==> config.mk <==
export PLATFORM = sky130hd
export DESIGN_NAME = wb_uart_rx_deframer
export DESIGN_NICKNAME = d
export VERILOG_FILES = /design/src/rtl/wb_uart_rx_pkg.sv /design/src/rtl/wb_uart_rx_fifo.sv /design/src/rtl/wb_uart_rx_deframer.sv
export SDC_FILE = /design/constraint.sdc
export NUM_CORES = 1
export LEC_CHECK = 0
export BUFFER_PORTS_ARGS = -buffer_cell sky130_fd_sc_hd__buf_2
export CAP_MARGIN = 10
export CORE_MARGIN = 1
export CORE_UTILIZATION = 56
export DETAILED_ROUTE_END_ITERATION = 10
export GPL_ROUTABILITY_DRIVEN = 0
export PLACE_DENSITY = 0.76
export SYNTH_ARGS = -nofsm -noshare
export SYNTH_HDL_FRONTEND = slang
export SYNTH_HIERARCHICAL = 1
export SYNTH_SLANG_ARGS = --single-unit
==> constraint.sdc <==
create_clock -name clk_i -period 3.75 [get_ports clk_i]
set_clock_uncertainty 0.15 [all_clocks]
set_input_delay 0.375 -clock clk_i [delete_from_list [all_inputs] [get_ports clk_i]]
set_output_delay 0.375 -clock clk_i [all_outputs]
set_load 0.05 [all_outputs]
==> src/rtl/wb_uart_rx_pkg.sv <==
`default_nettype none
// =====================================================================
// Module   : wb_uart_rx_pkg
// Brief    : Shared types and constants for the UART receive deframer
// Revision : 1.0
// =====================================================================
package wb_uart_rx_pkg;

  localparam int OVERSAMPLE = 16;

  typedef enum logic [2:0] {
    IDLE    = 3'd0,
    START   = 3'd1,
    DATA    = 3'd2,
    PARITY  = 3'd3,
    STOP    = 3'd4,
    BRKWAIT = 3'd5
  } rx_state_e;

  typedef struct packed {
    logic       fe;
    logic       pe;
    logic [7:0] data;
  } rx_char_t;

endpackage
`default_nettype wire

==> src/rtl/wb_uart_rx_fifo.sv <==
`default_nettype none
// =====================================================================
// Module   : wb_uart_rx_fifo
// Brief    : First-word-fall-through character FIFO with overrun pulse
// Revision : 1.0
// =====================================================================
module wb_uart_rx_fifo
  import wb_uart_rx_pkg::*;
#(
  parameter int DEPTH = 16
) (
  input  logic                     clk,
  input  logic                     rst_n,
  input  logic                     i_push,
  input  rx_char_t                 i_data,
  input  logic                     i_pop,
  output rx_char_t                 o_head,
  output logic                     o_empty,
  output logic [$clog2(DEPTH):0]   o_level,
  output logic                     o_overrun
);

  localparam int c_AW = $clog2(DEPTH);
  localparam logic [c_AW:0]   c_FULL    = DEPTH[c_AW:0];
  localparam logic [c_AW:0]   c_LVL_ONE = {{c_AW{1'b0}}, 1'b1};
  localparam logic [c_AW-1:0] c_PTR_ONE = {{(c_AW-1){1'b0}}, 1'b1};

  rx_char_t        r_mem [DEPTH];
  logic [c_AW-1:0] r_wr_ptr;
  logic [c_AW-1:0] r_rd_ptr;
  logic [c_AW:0]   r_level;
  logic            r_overrun;

  logic w_full;
  logic w_pop;
  logic w_wr;

  assign w_full  = (r_level == c_FULL);
  assign o_empty = (r_level == '0);
  assign w_pop   = i_pop & ~o_empty;
  // A pop in the same cycle frees the slot being written, so a full FIFO still accepts
  assign w_wr    = i_push & (~w_full | w_pop);

  always_ff @(posedge clk) begin
    if (w_wr) begin
      r_mem[r_wr_ptr] <= i_data;
    end
  end

  always_ff @(posedge clk or negedge rst_n) begin
    if (!rst_n) begin
      r_wr_ptr  <= '0;
      r_rd_ptr  <= '0;
      r_level   <= '0;
      r_overrun <= 1'b0;
    end else begin
      r_overrun <= i_push & w_full & ~w_pop;
      if (w_wr) begin
        r_wr_ptr <= r_wr_ptr + c_PTR_ONE;
      end
      if (w_pop) begin
        r_rd_ptr <= r_rd_ptr + c_PTR_ONE;
      end
      case ({w_wr, w_pop})
        2'b10:   r_level <= r_level + c_LVL_ONE;
        2'b01:   r_level <= r_level - c_LVL_ONE;
        default: r_level <= r_level;
      endcase
    end
  end

  assign o_head    = r_mem[r_rd_ptr];
  assign o_level   = r_level;
  assign o_overrun = r_overrun;

endmodule
`default_nettype wire

==> src/rtl/wb_uart_rx_deframer.sv <==
`default_nettype none
// =====================================================================
// Module   : wb_uart_rx_deframer
// Brief    : 16x oversampled async serial receiver feeding a byte FIFO
// Revision : 1.0
// =====================================================================
module wb_uart_rx_deframer
  import wb_uart_rx_pkg::*;
#(
  parameter int FIFO_DEPTH = 16,
  parameter int DIV_W      = 16
) (
  input  logic                          clk_i,
  input  logic                          rstn_i,
  input  logic [DIV_W-1:0]              divisor_i,
  input  logic                          parity_en_i,
  input  logic                          parity_odd_i,
  input  logic                          rx_i,
  output logic [7:0]                    dat_o,
  output logic                          frame_err_o,
  output logic                          parity_err_o,
  output logic                          valid_o,
  input  logic                          ready_i,
  output logic                          overrun_o,
  output logic                          break_o,
  output logic                          busy_o,
  output logic [$clog2(FIFO_DEPTH):0]   level_o
);

  localparam logic [2:0] c_ST_IDLE    = IDLE;
  localparam logic [2:0] c_ST_START   = START;
  localparam logic [2:0] c_ST_DATA    = DATA;
  localparam logic [2:0] c_ST_PARITY  = PARITY;
  localparam logic [2:0] c_ST_STOP    = STOP;
  localparam logic [2:0] c_ST_BRKWAIT = BRKWAIT;

  localparam logic [3:0]       c_SC_MID  = 4'(OVERSAMPLE / 2 - 1);
  localparam logic [3:0]       c_SC_LAST = 4'(OVERSAMPLE - 1);
  localparam logic [3:0]       c_SC_ONE  = 4'd1;
  localparam logic [DIV_W-1:0] c_DIV_ONE = {{(DIV_W-1){1'b0}}, 1'b1};

  logic             r_sync1;
  logic             r_sync2;
  logic             r_rx_d;
  logic [DIV_W-1:0] r_div_m1;
  logic [DIV_W-1:0] r_div_cnt;
  logic [2:0]       r_state;
  logic [3:0]       r_sc;
  logic [2:0]       r_bit;
  logic [7:0]       r_shift;
  logic             r_pe;
  logic             r_break;

  logic             w_rx_s;
  logic             w_fall;
  logic             w_tick;
  logic [DIV_W-1:0] w_div_m1;
  logic             w_bit_end;
  logic             w_push;
  rx_char_t         w_push_char;
  rx_char_t         w_head;
  logic             w_empty;
  logic             w_pop;

  assign w_rx_s   = r_sync2;
  assign w_fall   = r_rx_d & ~r_sync2;
  assign w_tick   = (r_div_cnt == '0);
  assign w_div_m1 = (divisor_i == '0) ? '0 : divisor_i - c_DIV_ONE;

  always_ff @(posedge clk_i or negedge rstn_i) begin
    if (!rstn_i) begin
      r_sync1 <= 1'b1;
      r_sync2 <= 1'b1;
      r_rx_d  <= 1'b1;
    end else begin
      r_sync1 <= rx_i;
      r_sync2 <= r_sync1;
      r_rx_d  <= r_sync2;
    end
  end

  // Divisor is captured at start detect so a mid-frame change cannot skew sampling
  always_ff @(posedge clk_i or negedge rstn_i) begin
    if (!rstn_i) begin
      r_div_m1  <= '0;
      r_div_cnt <= '0;
    end else if (r_state == c_ST_IDLE) begin
      if (w_fall) begin
        r_div_m1  <= w_div_m1;
        r_div_cnt <= w_div_m1;
      end else begin
        r_div_cnt <= r_div_m1;
      end
    end else if (w_tick) begin
      r_div_cnt <= r_div_m1;
    end else begin
      r_div_cnt <= r_div_cnt - c_DIV_ONE;
    end
  end

  // After mid-start, every 16th tick lands in the middle of the next bit
  assign w_bit_end = w_tick && (r_sc == c_SC_LAST);

  always_ff @(posedge clk_i or negedge rstn_i) begin
    if (!rstn_i) begin
      r_state <= c_ST_IDLE;
      r_sc    <= '0;
      r_bit   <= '0;
      r_shift <= '0;
      r_pe    <= 1'b0;
      r_break <= 1'b0;
    end else begin
      case (r_state)
        c_ST_IDLE: begin
          if (w_fall) begin
            r_state <= c_ST_START;
            r_sc    <= '0;
            r_pe    <= 1'b0;
          end
        end
        c_ST_START: begin
          if (w_tick) begin
            if (r_sc == c_SC_MID) begin
              r_sc    <= '0;
              r_bit   <= '0;
              r_state <= w_rx_s ? c_ST_IDLE : c_ST_DATA;
            end else begin
              r_sc <= r_sc + c_SC_ONE;
            end
          end
        end
        c_ST_DATA: begin
          if (w_tick) begin
            r_sc <= r_sc + c_SC_ONE;
          end
          if (w_bit_end) begin
            r_shift <= {w_rx_s, r_shift[7:1]};
            r_bit   <= r_bit + 3'd1;
            if (r_bit == 3'd7) begin
              r_state <= parity_en_i ? c_ST_PARITY : c_ST_STOP;
            end
          end
        end
        c_ST_PARITY: begin
          if (w_tick) begin
            r_sc <= r_sc + c_SC_ONE;
          end
          if (w_bit_end) begin
            r_pe    <= w_rx_s ^ (^r_shift) ^ parity_odd_i;
            r_state <= c_ST_STOP;
          end
        end
        c_ST_STOP: begin
          if (w_tick) begin
            r_sc <= r_sc + c_SC_ONE;
          end
          if (w_bit_end) begin
            if (w_rx_s) begin
              r_state <= c_ST_IDLE;
            end else begin
              r_state <= c_ST_BRKWAIT;
              r_break <= (r_shift == 8'h00);
            end
          end
        end
        c_ST_BRKWAIT: begin
          if (w_rx_s) begin
            r_break <= 1'b0;
            r_state <= c_ST_IDLE;
          end
        end
        default: r_state <= c_ST_IDLE;
      endcase
    end
  end

  // An all-zero character with a low stop bit is a break and is never queued
  assign w_push           = (r_state == c_ST_STOP) && w_bit_end && (w_rx_s || (r_shift != 8'h00));
  assign w_push_char.fe   = ~w_rx_s;
  assign w_push_char.pe   = r_pe;
  assign w_push_char.data = r_shift;
  assign w_pop            = valid_o & ready_i;

  wb_uart_rx_fifo #(
    .DEPTH (FIFO_DEPTH)
  ) u_fifo (
    .clk       (clk_i),
    .rst_n     (rstn_i),
    .i_push    (w_push),
    .i_data    (w_push_char),
    .i_pop     (w_pop),
    .o_head    (w_head),
    .o_empty   (w_empty),
    .o_level   (level_o),
    .o_overrun (overrun_o)
  );

  assign valid_o      = ~w_empty;
  assign dat_o        = valid_o ? w_head.data : 8'h00;
  assign frame_err_o  = valid_o & w_head.fe;
  assign parity_err_o = valid_o & w_head.pe;
  assign break_o      = r_break;
  assign busy_o       = (r_state != c_ST_IDLE);

endmodule
`default_nettype wire

==> run metrics, run 1 <==
Filler Cells Inserted=1239; total wirelength of the detailed-routed design=approximately 22000 um; Clock Root Buffer=clkbuf_16; Worst Hold Slack=~16 ps; final hold violation count=0; worst IR drop on VDD=0.407 mV; count of unresolved DRC violations after routing=0; number of warnings printed during yosys synthesis=6; count of final max-slew check failures=0; most common library cell in the layout ignoring fill and taps=edfxtp_1; number of global-route vias before repair=6252; distinct cell type count after synthesis=70; Leakage=4.67 nW; Slew @ Worst Pin=846 ps; switching share of power=0.326; fin area=approximately 0.012 sq mm; net switching power of the design=2.45 mW; Worst Setup Start Kind=flip-flop; post-DP HPWL=14400 um; Comb power frac=0.274; power density over the cells=645 mW/mm^2; chip width=138 um; Area after DPL=0.0109 sq mm; aggregate global routing overflow=0; fin cells=997; proportion of layout cells with a drive suffix above 1=0.245; total via count after detailed routing=6269; antenna violations before repair=1; sequential power share=0.438; reg2reg path depth=14; core box area=0.0180 sq mm; count of pins on the block boundary=41; number of clock sinks seen by CTS=between 200 and 250; ratio of routed vias to standard cells=6.29; net count of the mapped netlist=721; global-route wire length before repair=34300 um; run status=completed; Starting Density=0.572; Inserted Diodes=0; pin count of the biggest net entering global routing=between 40 and 50; area enclosed by the die boundary=0.0190 sq mm; number of buffers created by CTS=23; Crit Reg-Reg Endpoint=u_fifo/o_level[4]$_DFFE_PN0P_; fin crit period=between 3000 and 4000 ps; Cell Area, Synth=roughly 0.010 sq mm; routed length per instance=22.0 um; number of buffers added on ports=40; R2R Setup Slk=140 ps; startpoint of the most critical setup path=r_div_cnt[0]$_DFF_PN0_; highest attainable clock frequency=277 MHz; Placed Cells incl. Taps=approximately 950; clock insertion delay at the later pin of the skew report=roughly 510 ps; Critical Path Fanout Max=5; area of the multi-input gates=around 0.0036 sq mm; worst endpoint data arrival time=3880 ps; Post-Syn Area per Cell=15.1 sq um; top flip-flop cell by instance count after synthesis=edfxtp_1; number of violations of the max-capacitance limit=0; Final setup viols=0; Max transition margin=0.431; Clk pin slew, worst setup/hold paths=roughly 60 ps; drt first-iter violations=433; startpoint of the worst register-to-register path=r_div_cnt[0]$_DFF_PN0_; Cells after Synth=682; HP Class=in -> reg; Die Height=138 um; combined flip-flop and latch cell area=approximately 0.0065 sq mm; critical setup path kind=reg -> reg; H-tree depth=1; hold depth=2; share of synthesized flip-flops with an asynchronous set or reset=0.301; Critical Path Sink Type=flip-flop; Final Cycle Share=0.963; detailed-routing iteration count for the pre-antenna-repair pass=5; TritonCTS clock tree=yes; clock power share=0.289; internal cell power=5.09 mW; area added between synthesis and finish=13.3%; utilization of the core after routing=0.648; num rows=slightly below 50; maximum buffer depth of the clock tree=3; Antenna Nets Post-Route=0; final net count=791; commonest non-fill, non-tap cells in the layout=edfxtp_1, dfrtp_1, mux4_2; hold path startpoint=divisor_i[0]; sequential cell area fraction in the yosys report=0.634; Req. time, crit path=approximately 4000 ps; count of flip-flops with a built-in enable after synthesis=160; total of flip-flops plus latches after synthesis=229; hold worst-path end=r_div_m1[0]$_DFFE_PN0P_; global router's overall resource usage=0.245
==> power groups by stage <==
stage               clock [mW]  sequential [mW]  combinational [mW]
floorplan                    0             3.23                1.63
global placement             0             3.31                1.97
detailed placement           0             3.34                2.05
CTS                       2.21             3.29                2.06
global route              2.30             3.35                2.24
finish                    2.18             3.30                2.06
==> state kept, by name, indices dropped and copies added, names as in the netlist, 3 cells and up <==
| signal | cells |
|---|---|
| u_fifo/r_mem | 160 |
| r_state | 3 |
| r_div_m1 | 16 |
| r_sc | 4 |
| r_div_cnt | 16 |
| u_fifo/r_rd_ptr | 4 |
| u_fifo/r_wr_ptr | 4 |
| r_bit | 3 |
| r_shift | 8 |
| u_fifo/o_level | 5 |
==> logic make-up after synthesis <==
| family | Yosys count | synth area share |
|---|---|---|
| DFF | 229 | 0.634 |
| adders and majority gates | 18 | 0.0216 |
| AOI/OAI and AO/OA | 104 | 0.0737 |
| and+or+nand+nor | 172 | 0.0911 |
| muxes | 66 | 0.125 |
| buffers and inverters | 58 | 0.0246 |
| xor gates and xnor gates | 35 | 0.0297 |
==> critical path, stage by stage (launching register included) <==
cell and delay, ps:
dfrtp_1 420, inv_1 100, ha_1 150, nor4b_2 240, nand4_1 180, or2_2 380, nor3_2 270, nand2b_1 210
a21oi_1 110, mux2_2 300, ha_1 230, o31a_1 280, o32ai_1 290, nand2_1 110, o211ai_1 100
==> stage by stage <==
step           setup slack, ps  power [mW]  setup TNS [ps]
3_5_place_dp             -72.3        5.39           -1030
4_1_cts                   21.0        7.56               0
3_3_place_gp               102        5.28               0
6_report                   138        7.54               0
2_1_floorplan             -162        4.86           -6470
5_1_grt                  -32.3        7.88            -179
==> how the worst max path moves through the flow <==
| stage | end |
|---|---|
| 6_report | u_fifo/o_level[4]$_DFFE_PN0P_ |
| 5_1_grt | u_fifo/o_level[4]$_DFFE_PN0P_ |
| 4_1_cts | u_fifo/o_level[4]$_DFFE_PN0P_ |
| 3_5_place_dp | u_fifo/o_level[4]$_DFFE_PN0P_ |
| 3_3_place_gp | u_fifo/o_level[4]$_DFFE_PN0P_ |
| 2_1_floorplan | u_fifo/r_mem[0][0]$_DFFE_PP_ |
==> repair_timing <==
| action | 4_1_cts | 5_1_grt |
|---|---|---|
| resized for setup | 1 | 2 |
| endpoints found under the hold margin | 36 | 0 |
| buffers inserted | 0 | 0 |
| setup endpoints to repair | 41 | 41 |
| hold buffers | 2 | 0 |
==> layout make-up <==
class                           count  share of cell area
Multi-Input combinational cell    395               0.305
Tap cell                          229              0.0245
Inverter                           27             0.00867
Clock inverter                     15              0.0105
Sequential cell                   229               0.559
Clock buffer                       26              0.0502
Timing Repair Buffer               76              0.0418
==> routing by layer <==
layer  vias up  global-route usage  routed length, um
met5         -                   0                 12
met4         2              0.0839                588
met3        52              0.0379               1400
met2       262               0.424              11200
li1       2791                   -                  -
met1      3162               0.314               8660
==> synthesized netlist by cell type, types with 3 or more instances <==
| master | count | share of area |
|---|---|---|
| edfxtp_1 | 160 | 0.47 |
| dfrtp_1 | 66 | 0.16 |
| mux4_2 | 50 | 0.11 |
| nand2_1 | 33 | 0.012 |
| nor2_1 | 33 | 0.012 |
| inv_1 | 27 | 0.0098 |
| o21ai_0 | 24 | 0.012 |
| xnor2_1 | 22 | 0.019 |
| clkbuf_1 | 21 | 0.0076 |
| ha_1 | 17 | 0.021 |
| nor2b_1 | 15 | 0.0091 |
| a21o_1 | 14 | 0.010 |
| a21oi_1 | 14 | 0.0068 |
| nor4_1 | 14 | 0.0085 |
| nand3_1 | 13 | 0.0063 |
| nor3_1 | 13 | 0.0063 |
| xor2_1 | 13 | 0.011 |
| mux2i_1 | 10 | 0.0097 |
| and3_1 | 7 | 0.0042 |
| nand4_1 | 7 | 0.0042 |
| a221o_1 | 6 | 0.0058 |
| mux2_2 | 6 | 0.0066 |
| o211ai_1 | 6 | 0.0044 |
| and2_1 | 5 | 0.0030 |
| buf_4 | 5 | 0.0036 |
| o21bai_1 | 5 | 0.0036 |
| nand2b_1 | 4 | 0.0024 |
| nor4b_1 | 4 | 0.0034 |
| o221ai_1 | 4 | 0.0034 |
| a31oi_1 | 3 | 0.0018 |
| dfstp_2 | 3 | 0.0076 |
| nor3b_1 | 3 | 0.0022 |
| o2111ai_1 | 3 | 0.0025 |
| o31ai_1 | 3 | 0.0022 |
| or2_1 | 3 | 0.0018 |
| or2_2 | 3 | 0.0018 |
Note: power is estimated with default switching activity, not from simulation.
==> run 2: changes to the inputs <==
- CAP_MARGIN: 10 -> 30
- CORE_UTILIZATION: 56 -> 66
- PLACE_DENSITY: 0.76 -> 0.84
- clock period: 3.75 -> 4.7 ns (I/O delays scaled with it)
==> run 2 against run 1 <==
Against the previous run:
- design area shrank 1.4%
- critical path depth is 4 lower
- largest power group unchanged
- clock power is 17% lower
- die area shrank 15%
- maximum frequency decreased by 17%
- largest cell class unchanged
- clock-buffer cell count grew 8
- via count decreased by 0.75%
==> run metrics, run 2 (same netlist as run 1, synthesis figures left out) <==
number of buffers inserted to repair setup after CTS=0; number of violations of the max-capacitance limit=0; Crit Reg-Reg Endpoint=u_fifo/r_mem[14][2]$_DFFE_PP_; aggregate global routing overflow=0; Critical Path Fanout Max=18; Final setup viols=0; area added between synthesis and finish=11.7%; Die Height=around 130 um; Inserted Diodes=0; antenna violations before repair=0; Critical Path Sink Type=flip-flop; Final Cycle Share=0.930; count of final max-slew check failures=0; master of the slowest instance on the critical path=nor2_1; core box area=0.0152 sq mm; worst IR drop on VDD=around 0.4 mV; count of unresolved DRC violations after routing=0; Area after DPL=0.0107 sq mm; stages on the worst setup path=10; run status=completed; fin cells=940; critical-path cell list=inv_1 -> ha_1 -> nor4b_1 -> nand4_1 -> buf_4 -> or2_2 -> nor3_1 -> a21boi_1 -> nand3_1 -> nor2_1; number of buffers and inverters on the critical path=2; area of the multi-input gates=0.00355 sq mm; commonest non-fill, non-tap cells in the layout=edfxtp_1, dfrtp_1, mux4_2; power density over the cells=524 mW/mm^2; routed length per instance=23.5 um; clock insertion delay at the later pin of the skew report=510 ps; setup repair after global routing missed its margin=false; Worst Setup Start Kind=flip-flop; area enclosed by the die boundary=approximately 0.016 sq mm; Slew @ Worst Pin=1030 ps; pin count of the biggest net entering global routing=48; num rows=45; reg2reg path depth=10; number of global-route vias before repair=6253; largest registers=u_fifo/r_mem x160, r_div_cnt x16, r_div_m1 x16; R2R Setup Slk=approximately 330 ps; Largest register FFs=160; number of buffers added on ports=40; proportion of layout cells with a drive suffix above 1=0.226; stage delay of the slowest cell on the critical path=760 ps; Starting Density=0.678; final hold violation count=0; Worst Hold Slack=between 90 and 100 ps; Reg with most FFs=u_fifo/r_mem; global router's overall resource usage=0.289; Clock Root Buffer=clkbuf_16; final net count=773; fin crit period=4370 ps; number of buffers created by CTS=24; Sum Neg Setup Slack=0 ps; Placed Cells incl. Taps=894; critical setup path kind=reg -> reg; combined flip-flop and latch cell area=0.00654 sq mm; drt first-iter violations=between 500 and 600; post-DP HPWL=14500 um; startpoint of the worst register-to-register path=r_div_cnt[0]$_DFF_PN0_; Clk pin slew, worst setup/hold paths=approximately 60 ps; CP delay by family, top=simple AND/OR/NAND/NOR gates; chip width=127 um; TritonCTS clock tree=yes; HP Class=in -> reg; global-route wire length before repair=34900 um; worst endpoint data arrival time=4360 ps; total wirelength of the detailed-routed design=between 20000 and 25000 um; maximum buffer depth of the clock tree=3; count of pins on the block boundary=41; fin area=0.0115 sq mm; most common library cell in the layout ignoring fill and taps=edfxtp_1; detailed-routing iteration count for the pre-antenna-repair pass=7; Leakage=4.60 nW; hold depth=2; Max transition margin=0.314; Filler Cells Inserted=905; Antenna Nets Post-Route=0; number of clock sinks seen by CTS=roughly 230; H-tree depth=1; ratio of routed vias to standard cells=~6.6; post-layout power=6.04 mW; total via count after detailed routing=6222; Req. time, crit path=approximately 4700 ps; highest attainable clock frequency=around 230 MHz; hold path startpoint=divisor_i[0]; hold worst-path end=r_div_m1[0]$_DFFE_PN0P_
[run 2: cell types whose count changed in the layout (fill, tap and decap cells not counted), moves of 2 or more]
cell,before,now
clkbuf_1,3,6
clkbuf_16,23,25
buf_4,33,15
clkinv_1,7,3
clkbuf_8,0,3
[run 2: metrics by stage]
stage                     worst slack (ps)  utilization
after global routing                  76.7        0.758
after floorplan                        788            -
final                                  328        0.758
after CTS                              402        0.758
after detailed placement               454        0.706
after global placement                 759        0.706
[run 2: how the worst max path moves through the flow]
stage	from	endpoint	slack (ps)
final	r_div_cnt[0]$_DFF_PN0_	u_fifo/r_mem[14][2]$_DFFE_PP_	330
after global routing	r_div_cnt[0]$_DFF_PN0_	u_fifo/r_mem[14][4]$_DFFE_PP_	80
after CTS	r_div_cnt[0]$_DFF_PN0_	u_fifo/r_mem[14][8]$_DFFE_PP_	400
after detailed placement	r_div_cnt[0]$_DFF_PN0_	u_fifo/r_mem[14][6]$_DFFE_PP_	450
after global placement	r_div_cnt[0]$_DFF_PN0_	u_fifo/r_mem[14][3]$_DFFE_PP_	760
after floorplan	r_div_cnt[5]$_DFF_PN0_	u_fifo/r_mem[0][0]$_DFFE_PP_	790
[run 2: final cells by class]
class	count	share of cell area
Multi-Input combinational cell	395	0.308
Clock inverter	10	0.00673
Inverter	27	0.00880
Tap cell	188	0.0204
Sequential cell	229	0.567
Clock buffer	34	0.0598
Timing Repair Buffer	57	0.0289
[run 2: power breakdown]
group | leakage [nW] | total [mW] | switching, mW | internal (mW)
logic | 1.56 | 1.53 | 0.856 | 0.678
registers | 2.66 | 2.69 | 0.357 | 2.33
clock network | 0.376 | 1.81 | 0.738 | 1.08
[run 2: metal layers]
layer / global-route usage / vias to the layer above / routed length (um)
met5: 0 / - / 0
met4: 0.0973 / 0 / 590
met3: 0.0394 / 45 / 1250
met2: 0.495 / 273 / 11400
met1: 0.387 / 3145 / 8840
li1: - / 2759 / -
[run 2: repair_timing]
item,in CTS,in global routing
endpoints found under the hold margin,20,0
resized for setup,0,0
hold buffers,2,0
